File: config.mk
export PLATFORM = sky130hd
export DESIGN_NAME = nonogram_parser
export DESIGN_NICKNAME = d
export VERILOG_FILES = /design/src/rtl/nonogram_pkg.sv /design/src/rtl/nonogram_parser.sv
export SDC_FILE = /design/constraint.sdc
export NUM_CORES = 1
export LEC_CHECK = 0
export BUFFER_PORTS_ARGS = -buffer_cell sky130_fd_sc_hd__buf_2
export CAP_MARGIN = 20
export CORE_ASPECT_RATIO = 0.6
export CORE_MARGIN = 4
export CORE_UTILIZATION = 56
export DETAILED_ROUTE_END_ITERATION = 12
export PLACE_DENSITY_LB_ADDON = 0.12
export SYNTH_ARGS = -nofsm -noshare
export SYNTH_HDL_FRONTEND = slang
export SYNTH_SLANG_ARGS = --single-unit
File: constraint.sdc
create_clock -name clk -period 3.17 [get_ports clk]
set_clock_uncertainty 0.05 [all_clocks]
set_input_delay 0.4755 -clock clk [delete_from_list [all_inputs] [get_ports clk]]
set_output_delay 0.4755 -clock clk [all_outputs]
set_load 0.005 [all_outputs]
File: src/rtl/nonogram_pkg.sv
// Shared constants, assignment-word layout and parser states for the nonogram
// clue parser.
package nonogram_pkg;

  localparam int MAX_DIM  = 15;
  localparam int DIM_W    = $clog2(MAX_DIM + 1);
  localparam int ASSIGN_W = 13;

  localparam int IS_COL_BIT   = 12;
  localparam int LINE_LSB     = 8;
  localparam int CLUE_IDX_LSB = 4;
  localparam int CLUE_VAL_LSB = 0;

  typedef enum logic [2:0] {
    S_ROWS,
    S_COLS,
    S_COUNT,
    S_CLUE,
    S_DONE
  } parser_state_t;

  function automatic logic [ASSIGN_W-1:0] pack_assignment(
    input logic             is_col,
    input logic [DIM_W-1:0] line_idx,
    input logic [DIM_W-1:0] clue_idx,
    input logic [DIM_W-1:0] clue_val
  );
    logic [ASSIGN_W-1:0] word;
    word                              = '0;
    word[IS_COL_BIT]                  = is_col;
    word[LINE_LSB     +: DIM_W]       = line_idx;
    word[CLUE_IDX_LSB +: DIM_W]       = clue_idx;
    word[CLUE_VAL_LSB +: DIM_W]       = clue_val;
    return word;
  endfunction

endpackage

File: src/rtl/nonogram_parser.sv
// Byte-stream parser turning nonogram board descriptions into one 13-bit clue
// assignment per write strobe, with a pulse once the whole board is consumed.
//
// state   | meaning
// S_ROWS  | waiting for row count R
// S_COLS  | waiting for column count C
// S_COUNT | waiting for clue count K of the current line
// S_CLUE  | waiting for clue values of the current line
// S_DONE  | board finished (done pulse visible); accepts the next R at once
module nonogram_parser
  import nonogram_pkg::*;
(
  input  logic                clk,
  input  logic                rst,
  input  logic [7:0]          byte_in,
  input  logic                valid_in,
  output logic                board_done,
  output logic                write_ready,
  output logic [ASSIGN_W-1:0] assignment
);

  parser_state_t       state, state_n;
  logic [DIM_W-1:0]    rows_r, rows_n;
  logic [DIM_W-1:0]    cols_r, cols_n;
  logic [DIM_W-1:0]    line_r, line_n;
  logic [DIM_W-1:0]    clue_idx_r, clue_idx_n;
  logic [DIM_W-1:0]    count_r, count_n;
  logic                is_col_r, is_col_n;
  logic                done_n, wr_n;
  logic [ASSIGN_W-1:0] assign_n;

  logic [DIM_W-1:0]    nib;
  logic                last_line;
  logic                advance;
  logic                unused_byte_hi;

  assign nib            = byte_in[DIM_W-1:0];
  assign unused_byte_hi = ^byte_in[7:DIM_W];
  assign last_line      = is_col_r ? (line_r == cols_r - 4'd1)
                                   : (line_r == rows_r - 4'd1);

  always_ff @(posedge clk or negedge rst) begin
    if (!rst) begin
      state       <= S_ROWS;
      rows_r      <= '0;
      cols_r      <= '0;
      line_r      <= '0;
      clue_idx_r  <= '0;
      count_r     <= '0;
      is_col_r    <= 1'b0;
      board_done  <= 1'b0;
      write_ready <= 1'b0;
      assignment  <= '0;
    end else begin
      state       <= state_n;
      rows_r      <= rows_n;
      cols_r      <= cols_n;
      line_r      <= line_n;
      clue_idx_r  <= clue_idx_n;
      count_r     <= count_n;
      is_col_r    <= is_col_n;
      board_done  <= done_n;
      write_ready <= wr_n;
      assignment  <= assign_n;
    end
  end

  always_comb begin
    state_n    = state;
    rows_n     = rows_r;
    cols_n     = cols_r;
    line_n     = line_r;
    clue_idx_n = clue_idx_r;
    count_n    = count_r;
    is_col_n   = is_col_r;
    done_n     = 1'b0;
    wr_n       = 1'b0;
    assign_n   = assignment;
    advance    = 1'b0;

    // S_DONE takes a new R directly so back-to-back boards lose no byte
    if (state == S_DONE && !valid_in) begin
      state_n = S_ROWS;
    end

    if (valid_in) begin
      case (state)
        S_ROWS, S_DONE: begin
          rows_n  = nib;
          state_n = S_COLS;
        end
        S_COLS: begin
          cols_n = nib;
          if (rows_r == '0 && nib == '0) begin
            state_n = S_DONE;
            done_n  = 1'b1;
          end else begin
            is_col_n = (rows_r == '0);
            line_n   = '0;
            state_n  = S_COUNT;
          end
        end
        S_COUNT: begin
          count_n    = nib;
          clue_idx_n = '0;
          if (nib != '0) begin
            state_n = S_CLUE;
          end else begin
            wr_n     = 1'b1;
            assign_n = pack_assignment(is_col_r, line_r, '0, '0);
            advance  = 1'b1;
          end
        end
        S_CLUE: begin
          wr_n     = 1'b1;
          assign_n = pack_assignment(is_col_r, line_r, clue_idx_r, nib);
          if (clue_idx_r == count_r - 4'd1) begin
            advance = 1'b1;
          end else begin
            clue_idx_n = clue_idx_r + 4'd1;
          end
        end
        default: state_n = S_ROWS;
      endcase
    end

    if (advance) begin
      if (last_line) begin
        if (!is_col_r && cols_r != '0) begin
          is_col_n = 1'b1;
          line_n   = '0;
          state_n  = S_COUNT;
        end else begin
          state_n = S_DONE;
          done_n  = 1'b1;
        end
      end else begin
        line_n  = line_r + 4'd1;
        state_n = S_COUNT;
      end
    end
  end

endmodule

=== Yosys cells after proc, flatten, opt, wreduce, memory -nomap -nowiden ===
Cells that the tools add are included.

* Reduce and logical (&&, ||, !) cells: 17
* Shift operators: 0
* Magnitude comparators: 0
* Add/sub/neg operators: 5
* Multipliers: 0
* Eq/ne operators: 9
* Bitwise operators: 0
* Divide/modulo/power cells: 0
* Multiplexer cells: 37

{| class="wikitable"
|+ Operator list
! operator !! count
|-
| 4-bit two-way mux || 7
|-
| 13-bit one-hot mux with 2 select lines || 1
|-
| 3-bit two-way mux || 7
|-
| 1-bit two-way mux || 17
|-
| 13-bit two-way mux || 1
|-
| 4-bit equality test || 3
|-
| 3-bit one-hot mux with 4 select lines || 1
|-
| 4-bit by 1-bit subtractor with 4-bit output (second input constant) || 3
|-
| 4-bit by 1-bit adder with 4-bit output (second input constant) || 2
|-
| 4-bit zero test || 2
|-
| 4-bit one-hot mux with 2 select lines || 1
|-
| 4-bit nonzero test || 2
|-
| 3-bit by 2-bit equality test with 1-bit output (second input constant) || 2
|-
| 2-bit AND reduction || 3
|-
| 3-bit AND reduction || 2
|-
| 2-bit inequality test (second input constant) || 2
|-
| 1-bit one-hot mux with 2 select lines || 2
|-
| 3-bit by 1-bit equality test with 1-bit output (second input constant) || 1
|-
| 3-bit equality test (second input constant) || 1
|-
| 1-bit logical AND || 3
|-
| 3-bit zero test || 1
|-
| 1-bit zero test || 2
|-
| 2-bit nonzero test || 1
|-
| 2-bit OR reduction || 1
|}

* Input bits: 11
* RAM bits: 0
* Bits in latches: 0
* Bits in read-only memories: 0
* Bits in registers: 39
* Output and inout bits: 15
* Memories: 0

=== Depth between registers and ports, before layout ===
Gate-level depths: netlist of run 1.

* Word-level depth: 8
* Gate-level depth with buffers: 9
* Gate-level depth less buffers: 8

=== Least setup slack after synthesis of run 1 ===
Ideal clock, no wire load.

* Path kind: reg2reg
* From: reg is_col_r
* To: reg state[1]
* Library setup time: 0.126 ns
* Setup slack: 0.675 ns
* Data arrival time: 2.319 ns
* Stages on the path, launching flop included: 10
* Required time: 2.994 ns
* Cell sequence: dfrtp_1 > buf_6 > mux2i_1 > ha_1 > xnor2_1 > nand2_4 > or4_4 > a21oi_4 > nand3b_2 > a221o_1

* Word-level cells in the longest chain between the ends: 5

{| class="wikitable"
|+ Ends and longest elaborated chain
! what !! RTL line !! RTL
|-
| start: declaration || nonogram_parser.sv:28 || <nowiki>logic is_col_r, is_col_n;</nowiki>
|-
| start signal: assignment || nonogram_parser.sv:61 || <nowiki>is_col_r <= is_col_n;</nowiki>
|-
| 1-bit zero test || nonogram_parser.sv:129 || <nowiki>if (!is_col_r && cols_r != '0) begin</nowiki>
|-
| 1-bit logical AND || nonogram_parser.sv:129 ||
|-
| 3-bit two-way mux || nonogram_parser.sv:129 ||
|-
| 3-bit two-way mux (*) || nonogram_parser.sv:128 || <nowiki>if (last_line) begin</nowiki>
|-
| 3-bit two-way mux (*) || nonogram_parser.sv:127 || <nowiki>if (advance) begin</nowiki>
|-
| net state_n[1] || nonogram_parser.sv:22 || <nowiki>parser_state_t state, state_n;</nowiki>
|-
| end signal: assignment || nonogram_parser.sv:55 || <nowiki>state <= state_n;</nowiki>
|-
| end: declaration || nonogram_parser.sv:22 ||
|}

The timed path passes the listed nets; every way through them passes the cells marked *.
A chain may end at the register's enable or synchronous reset.

=== Worst setup path in the final report of run 1 ===
Ends and elaborated chain as after synthesis.

==> summary.md, run 1 <==
| Metric | Value |
|---|---|
| Arrival time at the worst endpoint | `2930 ps` |
| Syn Inst Count | `between 150 and 200` |
| Synth Area in XOR/XNOR | `between 6 and 7%` |
| Final worst path period share | `88.4%` |
| Root buffer cell | `clkbuf_8` |
| CTS Sinks | `39` |
| Leak | `1.05 nW` |
| Commonest cells after routing, fill and taps aside | `39 x dfrtp_1, 24 x nand2_1, 21 x buf_2` |
| Finished Layout Cells | `between 200 and 250` |
| Ys Warns | `0` |
| Die span in x | `~84 um` |
| Post-synthesis compound-gate area fraction | `between 10% and 20%` |
| Num rows | `16` |
| Synth Register Bits | `39` |
| Final Util | `66.8%` |
| Area share of the largest cell type after synthesis | `50.0%` |
| Clk slew on worst S/H paths | `about 80 ps` |
| Setup_tns | `0 ps` |
| Diodes inserted | `0` |
| DR vias | `between 1,000 and 1,500` |
| Status | `finished clean` |
| Synthesized area | `between 0.0015 and 0.002 mm^2` |
| Setup CP Type | `flop to flop` |
| PD cells | `972 mW/mm^2` |
| Gr ovfl total | `0` |
| # DRC | `0` |
| Die Ht | `between 50 and 60 um` |
| Initial antenna violation count | `0` |
| Pin count of the biggest net entering global routing | `40` |
| Area contributors post-synth | `dfrtp_1 50%, mux2_2 9.8%, nand2_1 4.6%` |
| Post-route setup slack | `approximately 370 ps` |
| Core Area | `around 0.0033 mm^2` |
| Max cap viols | `0` |
| Cell accounting for the most synthesized area | `dfrtp_1` |
| Share of cells above drive strength 1 | `around 28%` |
| Overall power | `2.14 mW` |
| TritonCTS Buffers | `5` |
| Vias per inst | `5.63` |
| Worst slew margin | `43.9%` |
| HPWL Detailed | `between 2000 and 3000 um` |
| Min-delay worst type | `input port to async pin` |
| Final ANT Viol Nets | `0` |
| DP Worst Slack | `393 ps` |
| Post-synthesis mux area share | `between 10% and 20%` |
| Sequential area share after synthesis | `about half` |
| Clock latency at the later pin of the worst-skew pair | `290 ps` |
| CTS tree | `done` |
| GRT Total Usage | `about a fifth` |
| # setup viols final | `0` |
| Final net count | `roughly 210` |
| Worst-Margin Slew | `approximately 840 ps` |
| H-tree levels | `2` |
| Area delta synth->final | `13.1%` |
| # resized after CTS | `0` |
| First-pass DRT Iterations | `4` |
| First-pass GRT wire length | `6840 um` |
| RD Place Congestion | `between 0.8 and 0.9` |
| Startpoint type of the worst setup path | `flop` |
| Post CTS Setup Buffer Count | `0` |
| Post-route minimum period | `2800 ps` |
| Final Max Tran Viols | `0` |
| Number of DRC markers in iteration 0 | `approximately 110` |
| Most common cell after layout, fill and taps aside | `dfrtp_1` |
| Routed len/inst | `roughly 16 um` |
| Avg Cell Area, Syn | `11.1 um^2` |
| Worst Path Required | `roughly 3300 ps` |
| Clock Tree Buf Depth | `2` |
| Synth Area in Simple Gates | `16.0%` |
| RSZ-0062 raised after global routing | `no` |
| Final Hold Fails | `0` |
| Die area | `0.00452 mm^2` |
| IO Count | `26` |
| Fmax | `357 MHz` |
| Post-synthesis cell type count | `39` |
| Crit path capture type | `flop` |
| Worst IR Drop VDD | `approximately 0.00061 V` |
| Count of input and output buffers | `21` |
| Hold_buf cts | `0` |
| Placed cells | `~240` |
| Synthesized Nets | `190` |
| Wirelength, routed | `just under 4000 um` |
| Largest family of logic cells by synthesized area | `simple AND/OR/NAND/NOR gates` |
| Vias in the first global route | `1,375` |
| Initial Utilization | `59.1%` |
| Adder-Cell Fraction of Synth Area | `2.57%` |
| Crit-path max FO | `9` |
-- cells in the mapped netlist --
library cell / instances
a211oi_1: 2
a21o_1: 3
a21oi_1: 5
a21oi_4: 1
a221o_1: 1
a22o_1: 2
a31o_1: 1
and2_1: 2
buf_1: 1
buf_6: 1
clkbuf_1: 3
dfrtp_1: 39
ha_1: 4
inv_1: 6
mux2_2: 17
mux2i_1: 5
nand2_1: 24
nand2_4: 1
nand2b_1: 2
nand3_1: 4
nand3b_1: 2
nand3b_2: 1
nand4_1: 1
nor2_1: 6
nor2b_1: 2
nor3_1: 3
nor3b_2: 1
nor4_1: 2
nor4_2: 2
o211ai_1: 2
o21ai_0: 11
o21ba_2: 1
o31ai_1: 1
or2_1: 1
or4_1: 2
or4_4: 1
xnor2_1: 7
xor2_1: 4
xor3_1: 1
-- area by class of cell --
cell class | instances | area, um^2
fillers | 269 | 1100
flip-flops and latches | 39 | 976
multi-input cells | 125 | 926
repair buffers | 22 | 113
clock buffers | 5 | 68.8
well taps | 45 | 56.3
clock inverters | 3 | 43.8
inverters | 6 | 22.5
-- per-layer routing --
layer	vias to the layer above	track usage [%]	wire length [um]
li1	667	-	-
met1	672	29.0	2000
met2	34	29.6	1680
met3	6	5.81	240
met4	0	7.75	39
met5	-	0	0
-- logic make-up after synthesis --
group,after synthesis
AOI/OAI and AO/OA,30
adders and majority gates,4
buffers and inverters,11
xor gates and xnor gates,12
DFF,39
and+or+nand+nor,57
muxes,22
-- through the flow --
stage | hold slack [ps] | instance area [um^2]
2_1_floorplan | 130 | 1950
3_3_place_gp | 406 | 2090
3_5_place_dp | 415 | 2090
4_1_cts | 258 | 2210
5_1_grt | 306 | 2210
6_report | 236 | 2210
-- worst paths after layout --
kind	start	endpoint	slack, ps	cells past startpoint
min	rst	count_r[2]$_DFFE_PN0P_	240	1
max reg2reg	is_col_r$_DFF_PN0_	state[1]$_DFF_PN0_	370	8
min in group clk	assignment[7]$_DFFE_PN0P_	assignment[7]$_DFFE_PN0P_	430	2
max	is_col_r$_DFF_PN0_	state[1]$_DFF_PN0_	370	8
max in group asynchronous	rst	rows_r[1]$_DFFE_PN0P_	2310	1
min reg2reg	assignment[7]$_DFFE_PN0P_	assignment[7]$_DFFE_PN0P_	430	2
-- worst max-delay path, stage by stage (launching register included) --
cell      delay, ps
dfrtp_1         560
mux2i_1         370
ha_1            230
xnor2_1         200
nand2_4          60
or4_4           550
a21oi_4         210
nand3b_2        120
a221o_1         320
-- flip-flops by register name, indices dropped and copies added (netlist names) --
register,count
assignment,13
clue_idx_r,4
cols_r,4
count_r,4
line_r,4
rows_r,4
state,3
board_done,1
is_col_r,1
write_ready,1
-- power by group --
| part | internal, mW | switching [mW] | leakage [nW] |
|---|---|---|---|
| registers | 0.684 | 0.181 | 0.482 |
| logic | 0.442 | 0.428 | 0.508 |
| clock network | 0.234 | 0.174 | 0.0581 |
Power figures use the tool's default switching activity.
==> run 2, diff against run 1 <==
==> constraint.sdc (replaced) <==
create_clock -name clk -period 3.17 [get_ports clk]
set_clock_uncertainty 0.05 [all_clocks]
set_input_delay 0.634 -clock clk [delete_from_list [all_inputs] [get_ports clk]]
set_output_delay 0.634 -clock clk [all_outputs]
set_load 0.005 [all_outputs]
==> run 2 against run 1 <==
Compared with the run above: hold slack better by 160 ps; first-iteration DRC count grew 27%; die area is the same; highest routed layer unchanged.
==> summary.md, run 2 (synthesis results as in run 1) <==
| Metric | Value |
|---|---|
| Status | `finished clean` |
| Worst IR Drop VDD | `approximately 0.00052 V` |
| Root buffer cell | `clkbuf_8` |
| Clock Tree Buf Depth | `2` |
| Gr ovfl total | `0` |
| TritonCTS Buffers | `5` |
| Share of cells above drive strength 1 | `27.9%` |
| GRT Total Usage | `20.1%` |
| Arrival time at the worst endpoint | `about 2900 ps` |
| Die Ht | `53.7 um` |
| Count of input and output buffers | `21` |
| Worst-Margin Slew | `856 ps` |
| Final Util | `between 60% and 70%` |
| CTS tree | `done` |
| HPWL Detailed | `around 3000 um` |
| Die span in x | `roughly 84 um` |
| Initial antenna violation count | `0` |
| Crit-path max FO | `9` |
| Hold_buf cts | `0` |
| Final worst path period share | `87.6%` |
| Crit path capture type | `flop` |
| DP Worst Slack | `410 ps` |
| Post-route setup slack | `392 ps` |
| Worst Path Required | `about 3300 ps` |
| # DRC | `0` |
| Setup CP Type | `flop to flop` |
| Vias in the first global route | `1,418` |
| Fmax | `approximately 360 MHz` |
| Leak | `about 1.0 nW` |
| Pin count of the biggest net entering global routing | `40` |
| Number of DRC markers in iteration 0 | `142` |
| Wirelength, routed | `3980 um` |
| CTS Sinks | `39` |
| Final net count | `approximately 220` |
| Hold slack | `397 ps` |
| Post-route minimum period | `2780 ps` |
| Core Area | `around 0.0033 mm^2` |
| Startpoint type of the worst setup path | `flop` |
| Routed len/inst | `between 15 and 20 um` |
| Final Hold Fails | `0` |
| H-tree levels | `2` |
| # setup viols final | `0` |
| Top reg by flops | `assignment` |
| Area delta synth->final | `12.3%` |
| IO Count | `26` |
| Num rows | `16` |
| RSZ-0062 raised after global routing | `no` |
| First-pass DRT Iterations | `4` |
| Largest register FFs | `13` |
| Diodes inserted | `0` |
| Setup_tns | `0 ps` |
| Clk slew on worst S/H paths | `around 80 ps` |
| Commonest cells after routing, fill and taps aside | `39 x dfrtp_1, 24 x nand2_1, 21 x buf_2` |
| Die area | `0.00452 mm^2` |
| Worst slew margin | `about 43%` |
| Initial Utilization | `59.1%` |
| PD cells | `about 950 mW/mm^2` |
| Most common cell after layout, fill and taps aside | `dfrtp_1` |
| Min-delay worst type | `input port to async pin` |
| DR vias | `between 1,000 and 1,500` |
| Final ANT Viol Nets | `0` |
| RD Place Congestion | `roughly 0.87` |
| Max cap viols | `0` |
| Post CTS Setup Buffer Count | `0` |
| Final Max Tran Viols | `0` |
| Clock latency at the later pin of the worst-skew pair | `roughly 290 ps` |
| Vias per inst | `about 5.6` |
| First-pass GRT wire length | `about 7000 um` |
| # resized after CTS | `0` |
-- run 2: cell types whose count changed in the layout (fill, tap and decap cells not counted), sizes merged --
cell,delta
clkinvlp,+2
bufinv,-1
clkinv,-1
buf,+1
-- run 2: layer usage --
layer,share of wire [%],GRT usage (%),vias up
li1,-,-,668
met5,0,0,-
met2,42,29.6,43
met4,1.0,6.68,0
met1,50,28.6,659
met3,6.9,5.96,7
-- run 2: path summary, 6_finish.rpt --
path | start | end | slack, ps | cells after the start
min in group clk | assignment[2]$_DFFE_PN0P_ | assignment[2]$_DFFE_PN0P_ | 430 | 2
hold reg to reg | assignment[2]$_DFFE_PN0P_ | assignment[2]$_DFFE_PN0P_ | 430 | 2
max in group asynchronous | rst | state[0]$_DFF_PN0_ | 2140 | 1
hold / removal | rst | clue_idx_r[1]$_DFFE_PN0P_ | 400 | 1
setup reg to reg | is_col_r$_DFF_PN0_ | state[1]$_DFF_PN0_ | 390 | 8
setup / recovery | is_col_r$_DFF_PN0_ | state[1]$_DFF_PN0_ | 390 | 8
-- run 2: through the flow --
stage               total power [mW]  cell area (um^2)  instances
global placement                1.69              2100        238
global route                    2.23              2190        246
CTS                             2.08              2190        246
floorplan                       1.50              1950        175
detailed placement              1.74              2100        238
finish                          2.08              2190        246
-- run 2: cell type report --
type	count	area, um^2
Fill cell	263	1110
Sequential cell	39	976
Multi-Input combinational cell	125	926
Timing Repair Buffer	23	120
Clock buffer	5	68.8
Tap cell	45	56.3
Inverter	6	22.5
Clock inverter	3	20.0
-- run 2: where the power goes --
group | switching [mW] | internal [mW]
clock | 0.182 | 0.153
sequential | 0.184 | 0.684
combinational | 0.433 | 0.442
total | 0.799 | 1.28
-- run 2: worst max-delay path, cell delays in order (launching register included) --
cell and delay, ps:
dfrtp_1 580, mux2i_1 180, ha_1 240, xnor2_1 350, nand2_4 70, or4_4 550
a21oi_4 220, nand3b_2 120, a221o_1 320
